## src/rtl/pc_fetch_stage.sv

```systemverilog
// Fetch-stage PC register and F/D pipeline register for a five-stage MIPS core.
// The PC is redirected on an exception or ERET, which also flushes the F/D register.
module pc_fetch_stage #(
  parameter logic [31:0] RESET_PC = 32'h0000_3000,
  parameter logic [31:0] EXC_PC   = 32'h0000_4180,
  parameter logic [31:0] IM_BASE  = 32'h0000_3000,
  parameter logic [31:0] IM_LIMIT = 32'h0000_6FFC
) (
  input  logic        clk,
  input  logic        reset,
  input  logic [31:0] npc_in,
  input  logic        stall,
  input  logic        exc_req,
  input  logic        eret,
  input  logic [31:0] epc,
  input  logic        is_branch_d,
  input  logic [31:0] instr_in,
  output logic [31:0] PC_F,
  output logic [31:0] PC_D,
  output logic [31:0] instr_D,
  output logic [4:0]  exccode_D,
  output logic        bd_D,
  output logic        valid_D
);

  localparam logic [4:0] EXC_NONE = 5'd0;
  localparam logic [4:0] EXC_ADEL = 5'd4;

  logic [31:0] pc_p0;
  logic [31:0] pc_p1;
  logic [31:0] instr_p1;
  logic [4:0]  exccode_p1;
  logic        bd_p1;
  logic        vld_p1;
  logic        fetch_err;
  logic        redirect;

  function automatic logic addr_fault(input logic [31:0] pc);
    addr_fault = (pc[1:0] != 2'b00) || (pc < IM_BASE) || (pc > IM_LIMIT);
  endfunction

  assign fetch_err = addr_fault(pc_p0);
  assign redirect  = exc_req || eret;

  // F stage: architectural fetch PC
  always_ff @(posedge clk) begin
    if (reset) begin
      pc_p0 <= RESET_PC;
    end else if (exc_req) begin
      pc_p0 <= EXC_PC;
    end else if (eret) begin
      pc_p0 <= epc;
    end else if (!stall) begin
      pc_p0 <= npc_in;
    end
  end

  // F/D boundary: a faulting fetch travels on as a nop tagged AdEL
  always_ff @(posedge clk) begin
    if (reset || redirect) begin
      pc_p1      <= '0;
      instr_p1   <= '0;
      exccode_p1 <= EXC_NONE;
      bd_p1      <= 1'b0;
      vld_p1     <= 1'b0;
    end else if (!stall) begin
      pc_p1      <= pc_p0;
      instr_p1   <= fetch_err ? 32'd0 : instr_in;
      exccode_p1 <= fetch_err ? EXC_ADEL : EXC_NONE;
      bd_p1      <= is_branch_d;
      vld_p1     <= 1'b1;
    end
  end

  assign PC_F      = pc_p0;
  assign PC_D      = pc_p1;
  assign instr_D   = instr_p1;
  assign exccode_D = exccode_p1;
  assign bd_D      = bd_p1;
  assign valid_D   = vld_p1;

endmodule

```

## config.mk

```make
export PLATFORM = sky130hd
export DESIGN_NAME = pc_fetch_stage
export DESIGN_NICKNAME = d
export VERILOG_FILES = /design/src/rtl/pc_fetch_stage.sv
export SDC_FILE = /design/constraint.sdc
export NUM_CORES = 1
export LEC_CHECK = 0
export ABC_AREA = 1
export BUFFER_PORTS_ARGS = -buffer_cell sky130_fd_sc_hd__buf_2
export CORE_ASPECT_RATIO = 0.75
export CORE_UTILIZATION = 35
export CTS_BUF_LIST = sky130_fd_sc_hd__clkbuf_8
export DETAILED_ROUTE_END_ITERATION = 10
export GPL_TIMING_DRIVEN = 0
export PLACE_DENSITY_LB_ADDON = 0.08
export SKIP_CTS_REPAIR_TIMING = 1
export SLEW_MARGIN = 20
export SYNTH_ARGS = -nofsm -noshare
export SYNTH_HDL_FRONTEND = slang
export SYNTH_SLANG_ARGS = --single-unit
export TNS_END_PERCENT = 100
```

## constraint.sdc

```tcl
create_clock -name clk -period 1.15 [get_ports clk]
set_input_delay 0.115 -clock clk [delete_from_list [all_inputs] [get_ports clk]]
set_output_delay 0.115 -clock clk [all_outputs]
set_load 0.05 [all_outputs]
```

==> metrics, run 1 <==
outcome=complete, but fails checks; failing checks=negative hold slack, negative setup slack; cts bufs inserted=9; Pleak=0.00270 µW; Antenna Nets Post-Route=0; Peak VDD IR=0.734 mV; root buf cell=clkbuf_8; final worst slack=-0.160 ns; fin cells=around 820; nets@finish=~780; Pre-antenna DRT Iters=5; CTS max path bufs=2; CP Capture Type=flip-flop; average size of a mapped cell=8.81 µm²; grt ovf=0; Final Hold Viols=4; via count=~4000; worst skew pair latency=0.36 ns; placed cells=772; DIE AREA=11400 µm²; Main synth FF type=dfxtp_1; commonest non-fill, non-tap cell in the layout=buf_2; pin count of the biggest net entering global routing=17; vias in the first global route=3622; Worst Hold Class=in -> reg; hpwl dp=about 9000 µm; Tmin final=1.31 ns; Yosys reg bits=a little under 100; # setup viols final=33; overall routing resource usage=21.0%; post-route cell area=5810 µm²; Die Width=123 µm; DRC viols=0; max frequency=between 0.7 and 0.8 GHz; RSZ-0062 raised after global routing=yes; Placed Area=5080 µm²; warnings from Yosys=0; Die H=92.7 µm; Worst Setup Start Kind=flip-flop; part of the cycle the worst path needs=114%; core area=10500 µm²; first-pass GRT wire length=18300 µm; critical-path cell list=nor2_2, nand2_1, nor2_4, nand2_2, o21bai_4, nand2_4, buf_6, nor2_1; clk slew on worst S/H paths=0.10 ns; Routed WL per cell=around 15 µm; Pwr per Cell Area=1210 nW/µm²; FF-to-FF setup slack=-0.16 ns; crit path kind=reg -> reg; Initial Util=a little over a third; Mapped Cells=436; antenna cells=0; Slowest cell on crit path=dfxtp_4; layout cells sized above 1=44.8%; Slew Viols, Final=0; TritonCTS clock tree=done; Post-Syn Area=3840 µm²; buffers added on ports=197; initial antenna violation count=1; sequential area share after synthesis=~52%; gpl congestion=about 0.81; Fin Hold WS=-0.0280 ns; post-synthesis async set-or-reset flop share=0%; Max Cap Viol=0; WL final=roughly 12000 µm; CTS H-tree depth=3; Netlist cell types=25; Rows=32; Final Skew=0.0106 ns; Worst Path Arrival=~1.6 ns; Max stage delay on crit path=0.36 ns; number of synthesized flops with an enable pin=0; Fillers=998; clock tree sinks=slightly below 100; IO Pins=approximately 210; DRT iter0 DRCs=199; DR vias/cell=4.91; Worst Path Max Fanout=10; Req. time, crit path=1.46 ns; most frequent cells in the layout=buf_2 (176), nand2_1 (79), dfxtp_1 (77); area growth from synthesis to layout=51.3%
==> state kept, by name, indices dropped and copies added (netlist names) <==
register / flops
bd_D: 1
valid_D: 1
PC_F: 32
exccode_D: 1
PC_D: 32
instr_D: 32
==> where the power goes <==
group          internal [µW]  total [µW]  switching, µW  leakage (µW)
clock                    914        2120           1200     0.0000997
sequential              3500        3600           94.4      0.000818
combinational            510        1310            800       0.00179
total                   4930        7030           2100       0.00270
==> path summary, 6_finish.rpt <==
kind / from / end / depth (start not counted)
hold reg to reg: PC_D[16]$_SDFFE_PP0N_ / PC_D[16]$_SDFFE_PP0N_ / 2
setup / recovery: PC_F[20]$_SDFFE_PP0P_ / instr_D[23]$_SDFFE_PP0N_ / 8
hold / removal: npc_in[2] / PC_F[2]$_SDFFE_PP0P_ / 3
setup reg to reg: PC_F[20]$_SDFFE_PP0P_ / instr_D[23]$_SDFFE_PP0N_ / 8
==> final cells by class <==
class	count	area [µm²]	area share (%)
plain buffers	37	211	3.64
clock buffers	11	151	2.61
clock inverters	5	36.3	0.625
inverters	4	15.0	0.258
multi-input cells	299	1700	29.3
flip-flops and latches	99	2050	35.4
well taps	136	170	2.93
repair buffers	232	1470	25.3
==> critical path: cells and delay by family (launching register included) <==
family | cells | cell delay (ns)
AND/OR/NAND/NOR | 6 | 0.55
flip-flops | 1 | 0.36
AO/OA/AOI/OAI | 1 | 0.18
buffers and inverters | 1 | 0.15
==> cell usage after synthesis (2+ instances only) <==
library cell / number / area share [%]
nor3_1: 30 / 3.9
nand3_1: 2 / 0.26
inv_2: 2 / 0.20
nand2_1: 81 / 7.9
nor2_1: 64 / 6.3
o221ai_1: 27 / 6.2
nor2_2: 12 / 2.0
buf_1: 2 / 0.20
a21oi_1: 37 / 4.8
buf_2: 22 / 2.9
buf_4: 5 / 0.98
a311oi_1: 3 / 0.68
clkbuf_1: 5 / 0.49
buf_6: 3 / 0.88
o41ai_1: 2 / 0.46
dfxtp_1: 99 / 52
mux2i_1: 32 / 8.3
==> metal layers <==
layer	track usage, %	vias up	wire [µm]
met5	0	-	0
met4	5.39	0	165
met3	7.33	15	932
met2	33.5	148	5550
met1	26.7	1898	5450
li1	-	1981	-
==> through the flow <==
step | total power (µW) | hold slack (ns) | TNS (ns) | utilization (%) | setup slack, ns
6_report | 7030 | -0.0280 | -4.72 | 55.4 | -0.160
5_1_grt | 7360 | 0.00355 | -7.58 | 55.4 | -0.249
4_1_cts | 6950 | -0.0489 | -6.26 | 50.2 | -0.212
3_5_place_dp | 4810 | 0.346 | -5.86 | 48.4 | -0.193
3_3_place_gp | 4800 | 0.336 | -4.66 | 48.4 | -0.158
2_1_floorplan | 4410 | 0.183 | -1.65 | - | -0.0615
==> logic make-up after synthesis <==
logic type      share of synthesized area (%)
compound gates                           12.6
buf+inv                                  5.80
flops                                    51.6
mux                                      8.34
other cells                            0.0977
simple gates                             21.5
Note: power is estimated with default switching activity, not from simulation.
==> run 2, diff against run 1 <==
Settings changed: BUFFER_PORTS_ARGS -buffer_cell sky130_fd_sc_hd__buf_2 to -buffer_cell sky130_fd_sc_hd__buf_4, CAP_MARGIN set to 20.
==> run 2 against run 1 <==
The run still ends with negative hold slack, negative setup slack left; clock-buffer cell count fell by 1; worst hold slack better by 0.011 ns; combinational power grew 7%; critical path depth is the same; register-to-register slack hardly changed; via count is 0.12% lower; sequential power hardly changed; utilization rose by 3.4 points; total power increased by 2.7%; critical path type unchanged.
==> metrics, run 2 (same netlist as run 1, synthesis figures left out) <==
Crit Reg-Reg Startpoint=PC_F[16]$_SDFFE_PP0P_; failing checks=negative hold slack, negative setup slack; clk slew on worst S/H paths=0.09 ns (about the same); outcome=complete, but fails checks; Max Used Layer=met4; post-route cell area=6170 µm² (+6.2%); via count=4037 (-0.12%); Worst Hold Class=in -> reg; Tmin final=1.32 ns (+0.0118 ns); # setup viols final=33 (unchanged); DRT iter0 DRCs=194 (-2.5%); Setup crit start=PC_F[16]$_SDFFE_PP0P_; net load switching power=2060 µW (-1.8%); Final Hold Viols=6 (+2); clock tree sinks=99 (unchanged); initial antenna violation count=0 (-1); CTS H-tree depth=3 (unchanged); pin count of the biggest net entering global routing=16 (-1); Pleak=0.00278 µW (+2.9%); Initial Util=36.6% (unchanged); IO Pins=205 (unchanged); critical-path cell list=nor2_1, nand2_1, nor2_1, nand2_1, o21bai_4, nand2_4, buf_6, nor2_2; antenna cells=0 (unchanged); TritonCTS clock tree=done; buffers added on ports=197 (unchanged); first-pass GRT wire length=18800 µm (+2.8%); CP Capture Type=flip-flop; WP buf/inv=1 (unchanged); overall routing resource usage=21.5% (+0.48 points); commonest non-fill, non-tap cell in the layout=buf_4; worst skew pair latency=0.36 ns (about the same); Peak VDD IR=0.908 mV (+24%); Worst Path Arrival=1.62 ns (about the same); Levels on crit path=8 (unchanged); RSZ-0062 raised after global routing=yes; Fin Hold WS=-0.0168 ns (+0.0111 ns); layout cells sized above 1=43.5% (-1.4 points); part of the cycle the worst path needs=115% (+1.0 points); DIE AREA=11400 µm² (unchanged); most frequent cells in the layout=buf_4 (204), nand2_1 (81), dfxtp_1 (77); Slew Viols, Final=0 (unchanged); Slowest cell on crit path=dfxtp_4; cts bufs inserted=9 (unchanged); DRC viols=0 (unchanged); Placed Area=5570 µm² (+9.7%); fin cells=824 (+0.12%); area growth from synthesis to layout=60.7%; Max stage delay on crit path=0.37 ns (about the same); met1 wire length=5430 µm (-0.44%); Final Core Density=58.8% (+3.4 points); root buf cell=clkbuf_8; nets@finish=785 (+0.13%); Req. time, crit path=1.45 ns (about the same); Worst R2R End=instr_D[7]$_SDFFE_PP0N_; final worst slack=-0.171 ns (-0.0118 ns); worst setup path end=instr_D[7]$_SDFFE_PP0N_; crit path kind=reg -> reg; routed wl met2=5820 µm (+4.8%); gpl congestion=0.791 (-1.9%); Die Width=123 µm (unchanged); Reg power frac=49.9% (-1.3 points); Worst Path Max Fanout=10 (unchanged); Worst Setup Start Kind=flip-flop; CTS max path bufs=2 (unchanged); Comb pwr share=19.4% (+0.7 points); Max Cap Viol=0 (unchanged); Pwr per Cell Area=1170 nW/µm² (-3.3%); WL final=12600 µm (+4.1%); crit-path leading delay family=simple AND/OR/NAND/NOR gates; grt ovf=0 (unchanged); Antenna Nets Post-Route=0 (unchanged); Rows=32 (unchanged); Final Skew=0.0122 ns (+0.00160 ns); core area=10500 µm² (unchanged); max frequency=0.757 GHz (-0.89%); FF-to-FF setup slack=-0.17 ns (about the same); FF-to-FF path depth=8 (unchanged); Die H=92.7 µm (unchanged); DR vias/cell=4.90 (-0.24%); vias in the first global route=3761 (+3.8%); met3 wire length=1140 µm (+22%); cell internal pwr=5150 µW (+4.6%); hpwl dp=9240 µm (+3.0%); placed cells=772 (unchanged); Routed WL per cell=15.3 µm (+3.9%); Pre-antenna DRT Iters=4 (-1); clock network fraction of total power=30.7% (+0.6 points); Net Sw Frac=28.6% (-1.3 points); Min-Delay Startpoint=npc_in[2]
-- run 2: metal layers --
layer  up-vias  track usage [%]
li1       1980                -
met1      1877             26.8
met2       161             34.4
met3        19             7.39
met4         0             6.91
met5         -                0
-- run 2: worst min-delay path by stage --
stage,endpoint,slack [ns],cells after the start
6_report,PC_F[2]$_SDFFE_PP0P_,-0.02,3
5_1_grt,instr_D[15]$_SDFFE_PP0N_,0.004,3
4_1_cts,PC_F[11]$_SDFFE_PP0P_,-0.05,3
3_5_place_dp,PC_F[11]$_SDFFE_PP0P_,0.34,3
3_3_place_gp,PC_F[4]$_SDFFE_PP0P_,0.34,3
2_1_floorplan,PC_F[14]$_SDFFE_PP0P_,0.18,1
-- run 2: worst min-delay path, cell delays in order --
cell	delay (ns)
buf_4	0.07
nor3_1	0.03
nor2_1	0.09
-- run 2: power groups by stage --
stage	Clock [µW]	Combinational, µW	Sequential, µW
CTS	2290	1290	3590
floorplan	0	444	3970
detailed placement	0	1290	3670
global placement	0	1270	3670
finish	2220	1400	3600
global route	2410	1500	3610
-- run 2: cell type report --
class | count | area [µm²]
sequential | 99 | 2050
fill | 945 | 4320
clock inverter | 6 | 57.6
multi-input combinational | 299 | 1690
timing repair buffer | 233 | 1840
buffer | 37 | 211
clock buffer | 10 | 138
inverter | 4 | 15.0
tap | 136 | 170
-- run 2: per-stage QoR --
step | setup WS [ns] | power, µW | setup TNS (ns)
CTS | -0.185 | 7170 | -4.80
finish | -0.171 | 7210 | -4.91
detailed placement | -0.168 | 4960 | -4.95
global placement | -0.145 | 4940 | -4.22
global route | -0.289 | 7510 | -8.64
floorplan | -0.0615 | 4410 | -1.65
==> run 3, diff against run 2 <==
Settings changed: PLACE_DENSITY set to 0.67, PLACE_DENSITY_LB_ADDON 0.08 to not set.
==> run 3 against run 2 <==
The flow still finishes with violations (negative hold slack, negative setup slack); critical endpoint is now instr_D[13]$_SDFFE_PP0N_; first-iteration DRC count shrank 1.0%; sequential share of layout area shrank 0.72 points; via count grew 2.2%; clock skew grew 0.0028 ns; utilization grew 1.2 points; worst hold slack gained 0.013 ns; clock-buffer cell count shrank 1; global-route usage grew 0.11 points; total power is essentially flat.
==> metrics, run 3 (same netlist as run 1, synthesis figures left out) <==
layout cells sized above 1=41.3% (-2.2 points); Peak VDD IR=0.800 mV (-12%); buffers added on ports=197 (unchanged); Final Skew=0.0150 ns (+0.00283 ns); Max Cap Viol=0 (unchanged); Max stage delay on crit path=0.37 ns (about the same); Pwr per Cell Area=1140 nW/µm² (-2.1%); Final Core Density=60.0% (+1.2 points); Crit Reg-Reg Startpoint=PC_F[24]$_SDFFE_PP0P_; antenna cells=0 (unchanged); Worst Path Max Fanout=10 (unchanged); Pre-antenna DRT Iters=5 (+1); Comb pwr share=20.0% (+0.6 points); clock tree sinks=99 (unchanged); part of the cycle the worst path needs=117% (+1.7 points); core area=10500 µm² (unchanged); grt ovf=0 (unchanged); DR vias/cell=4.92 (+0.38%); placed cells=772 (unchanged); TritonCTS clock tree=done; worst slack, placed=-0.198 ns (-0.0301 ns); Req. time, crit path=1.45 ns (about the same); root buf cell=clkbuf_8; overall routing resource usage=21.6% (+0.11 points); WL final=12900 µm (+2.1%); hold depth=3 (unchanged); hpwl dp=9320 µm (+0.80%); cell internal pwr=5120 µW (-0.55%); CTS max path bufs=2 (unchanged); via count=4126 (+2.2%); DIE AREA=11400 µm² (unchanged); CP Capture Type=flip-flop; crit-path most repeated cell=nor2_1; Worst Path Arrival=1.64 ns (+0.02 ns); hold path endpoint=instr_D[21]$_SDFFE_PP0N_; Slowest cell on crit path=dfxtp_4; first-pass GRT wire length=18900 µm (about the same); Fin Hold WS=-0.00352 ns (+0.0133 ns); net load switching power=2080 µW (+1.1%); Die H=92.7 µm (unchanged); crit-path leading delay family=simple AND/OR/NAND/NOR gates; cts bufs inserted=9 (unchanged); initial antenna violation count=0 (unchanged); fin cells=839 (+1.8%); final worst slack=-0.191 ns (-0.0200 ns); Initial Util=36.6% (unchanged); critical-path cell list=nor2_1, nand2_1, nor2_1, nand2_1, o21bai_4, nand2_4, buf_6, nor2_1; Rows=32 (unchanged); Worst R2R End=instr_D[13]$_SDFFE_PP0N_; clock network fraction of total power=30.1% (-0.6 points); CTS H-tree depth=3 (unchanged); FF-to-FF path depth=8 (unchanged); # setup viols final=33 (unchanged); clk slew on worst S/H paths=0.09 ns (about the same); outcome=complete, but fails checks; Min-Delay Startpoint=instr_in[21]; Reg power frac=49.9% (about the same); Placed Area=5570 µm² (unchanged); Worst Setup Start Kind=flip-flop; post-route cell area=6300 µm² (+2.1%); WP buf/inv=1 (unchanged); FF-to-FF setup slack=-0.19 ns (-0.02 ns); Pleak=0.00284 µW (+2.1%); most frequent cells in the layout=buf_4 (202), nand2_1 (81), dfxtp_1 (77); commonest non-fill, non-tap cell in the layout=buf_4; DRC viols=0 (unchanged); pin count of the biggest net entering global routing=17 (+1); Worst Hold Class=in -> reg; failing checks=negative hold slack, negative setup slack; RSZ-0062 raised after global routing=yes; Final Hold Viols=1 (-5); area growth from synthesis to layout=64.0%; Die Width=123 µm (unchanged); max frequency=0.746 GHz (-1.5%); Slew Viols, Final=0 (unchanged); Antenna Nets Post-Route=0 (unchanged); Levels on crit path=8 (unchanged); Tmin final=1.34 ns (+0.0200 ns); Net Sw Frac=28.9% (+0.35 points); Routed WL per cell=15.3 µm (+0.23%); IO Pins=205 (unchanged); gpl congestion=0.818 (+3.4%); DRT iter0 DRCs=192 (-1.0%); worst skew pair latency=0.37 ns (about the same); vias in the first global route=3828 (+1.8%); nets@finish=800 (+1.9%); crit path kind=reg -> reg
run 3: per-stage QoR:
step | hold WS, ns | total power, µW | setup TNS, ns
6_report | -0.00352 | 7210 | -5.89
5_1_grt | 0.000296 | 7530 | -7.58
4_1_cts | -0.0547 | 7120 | -5.92
3_5_place_dp | 0.341 | 4960 | -6.41
3_3_place_gp | 0.333 | 4940 | -4.92
2_1_floorplan | 0.183 | 4410 | -1.65
run 3: final cells by class:
type	instances	area (µm²)
fillers	929	4190
flip-flops and latches	99	2050
repair buffers	248	1990
multi-input cells	299	1670
plain buffers	37	211
well taps	136	170
clock buffers	9	124
clock inverters	7	60.1
inverters	4	15.0
run 3: tightest hold or removal path, cell delays in order:
cell and delay (ns):
buf_4 0.08, mux2i_1 0.05, nor2_1 0.08
run 3: worst max-delay path by stage:
stage,start,end,slack [ns]
finish,PC_F[24]$_SDFFE_PP0P_,instr_D[13]$_SDFFE_PP0N_,-0.19
global route,PC_F[24]$_SDFFE_PP0P_,instr_D[24]$_SDFFE_PP0N_,-0.25
CTS,PC_F[26]$_SDFFE_PP0P_,instr_D[23]$_SDFFE_PP0N_,-0.21
detailed placement,PC_F[0]$_SDFFE_PP0P_,instr_D[22]$_SDFFE_PP0N_,-0.20
global placement,PC_F[0]$_SDFFE_PP0P_,instr_D[5]$_SDFFE_PP0N_,-0.17
floorplan,PC_F[28]$_SDFFE_PP0P_,instr_D[0]$_SDFFE_PP0N_,-0.06
run 3: layer usage:
metal  GRT usage [%]  up-vias  part of all wire (%)
li1                -     2004                     -
met2            35.4      181                    48
met1            26.3     1929                    42
met5               0        -                     0
met4            6.40        0                   1.0
met3            7.51       12                   9.1
run 3: power by group through the flow:
stage	clock, µW	combinational (µW)	sequential [µW]
floorplan	0	444	3970
global placement	0	1270	3670
detailed placement	0	1280	3670
CTS	2240	1290	3590
global route	2370	1540	3610
finish	2170	1440	3600
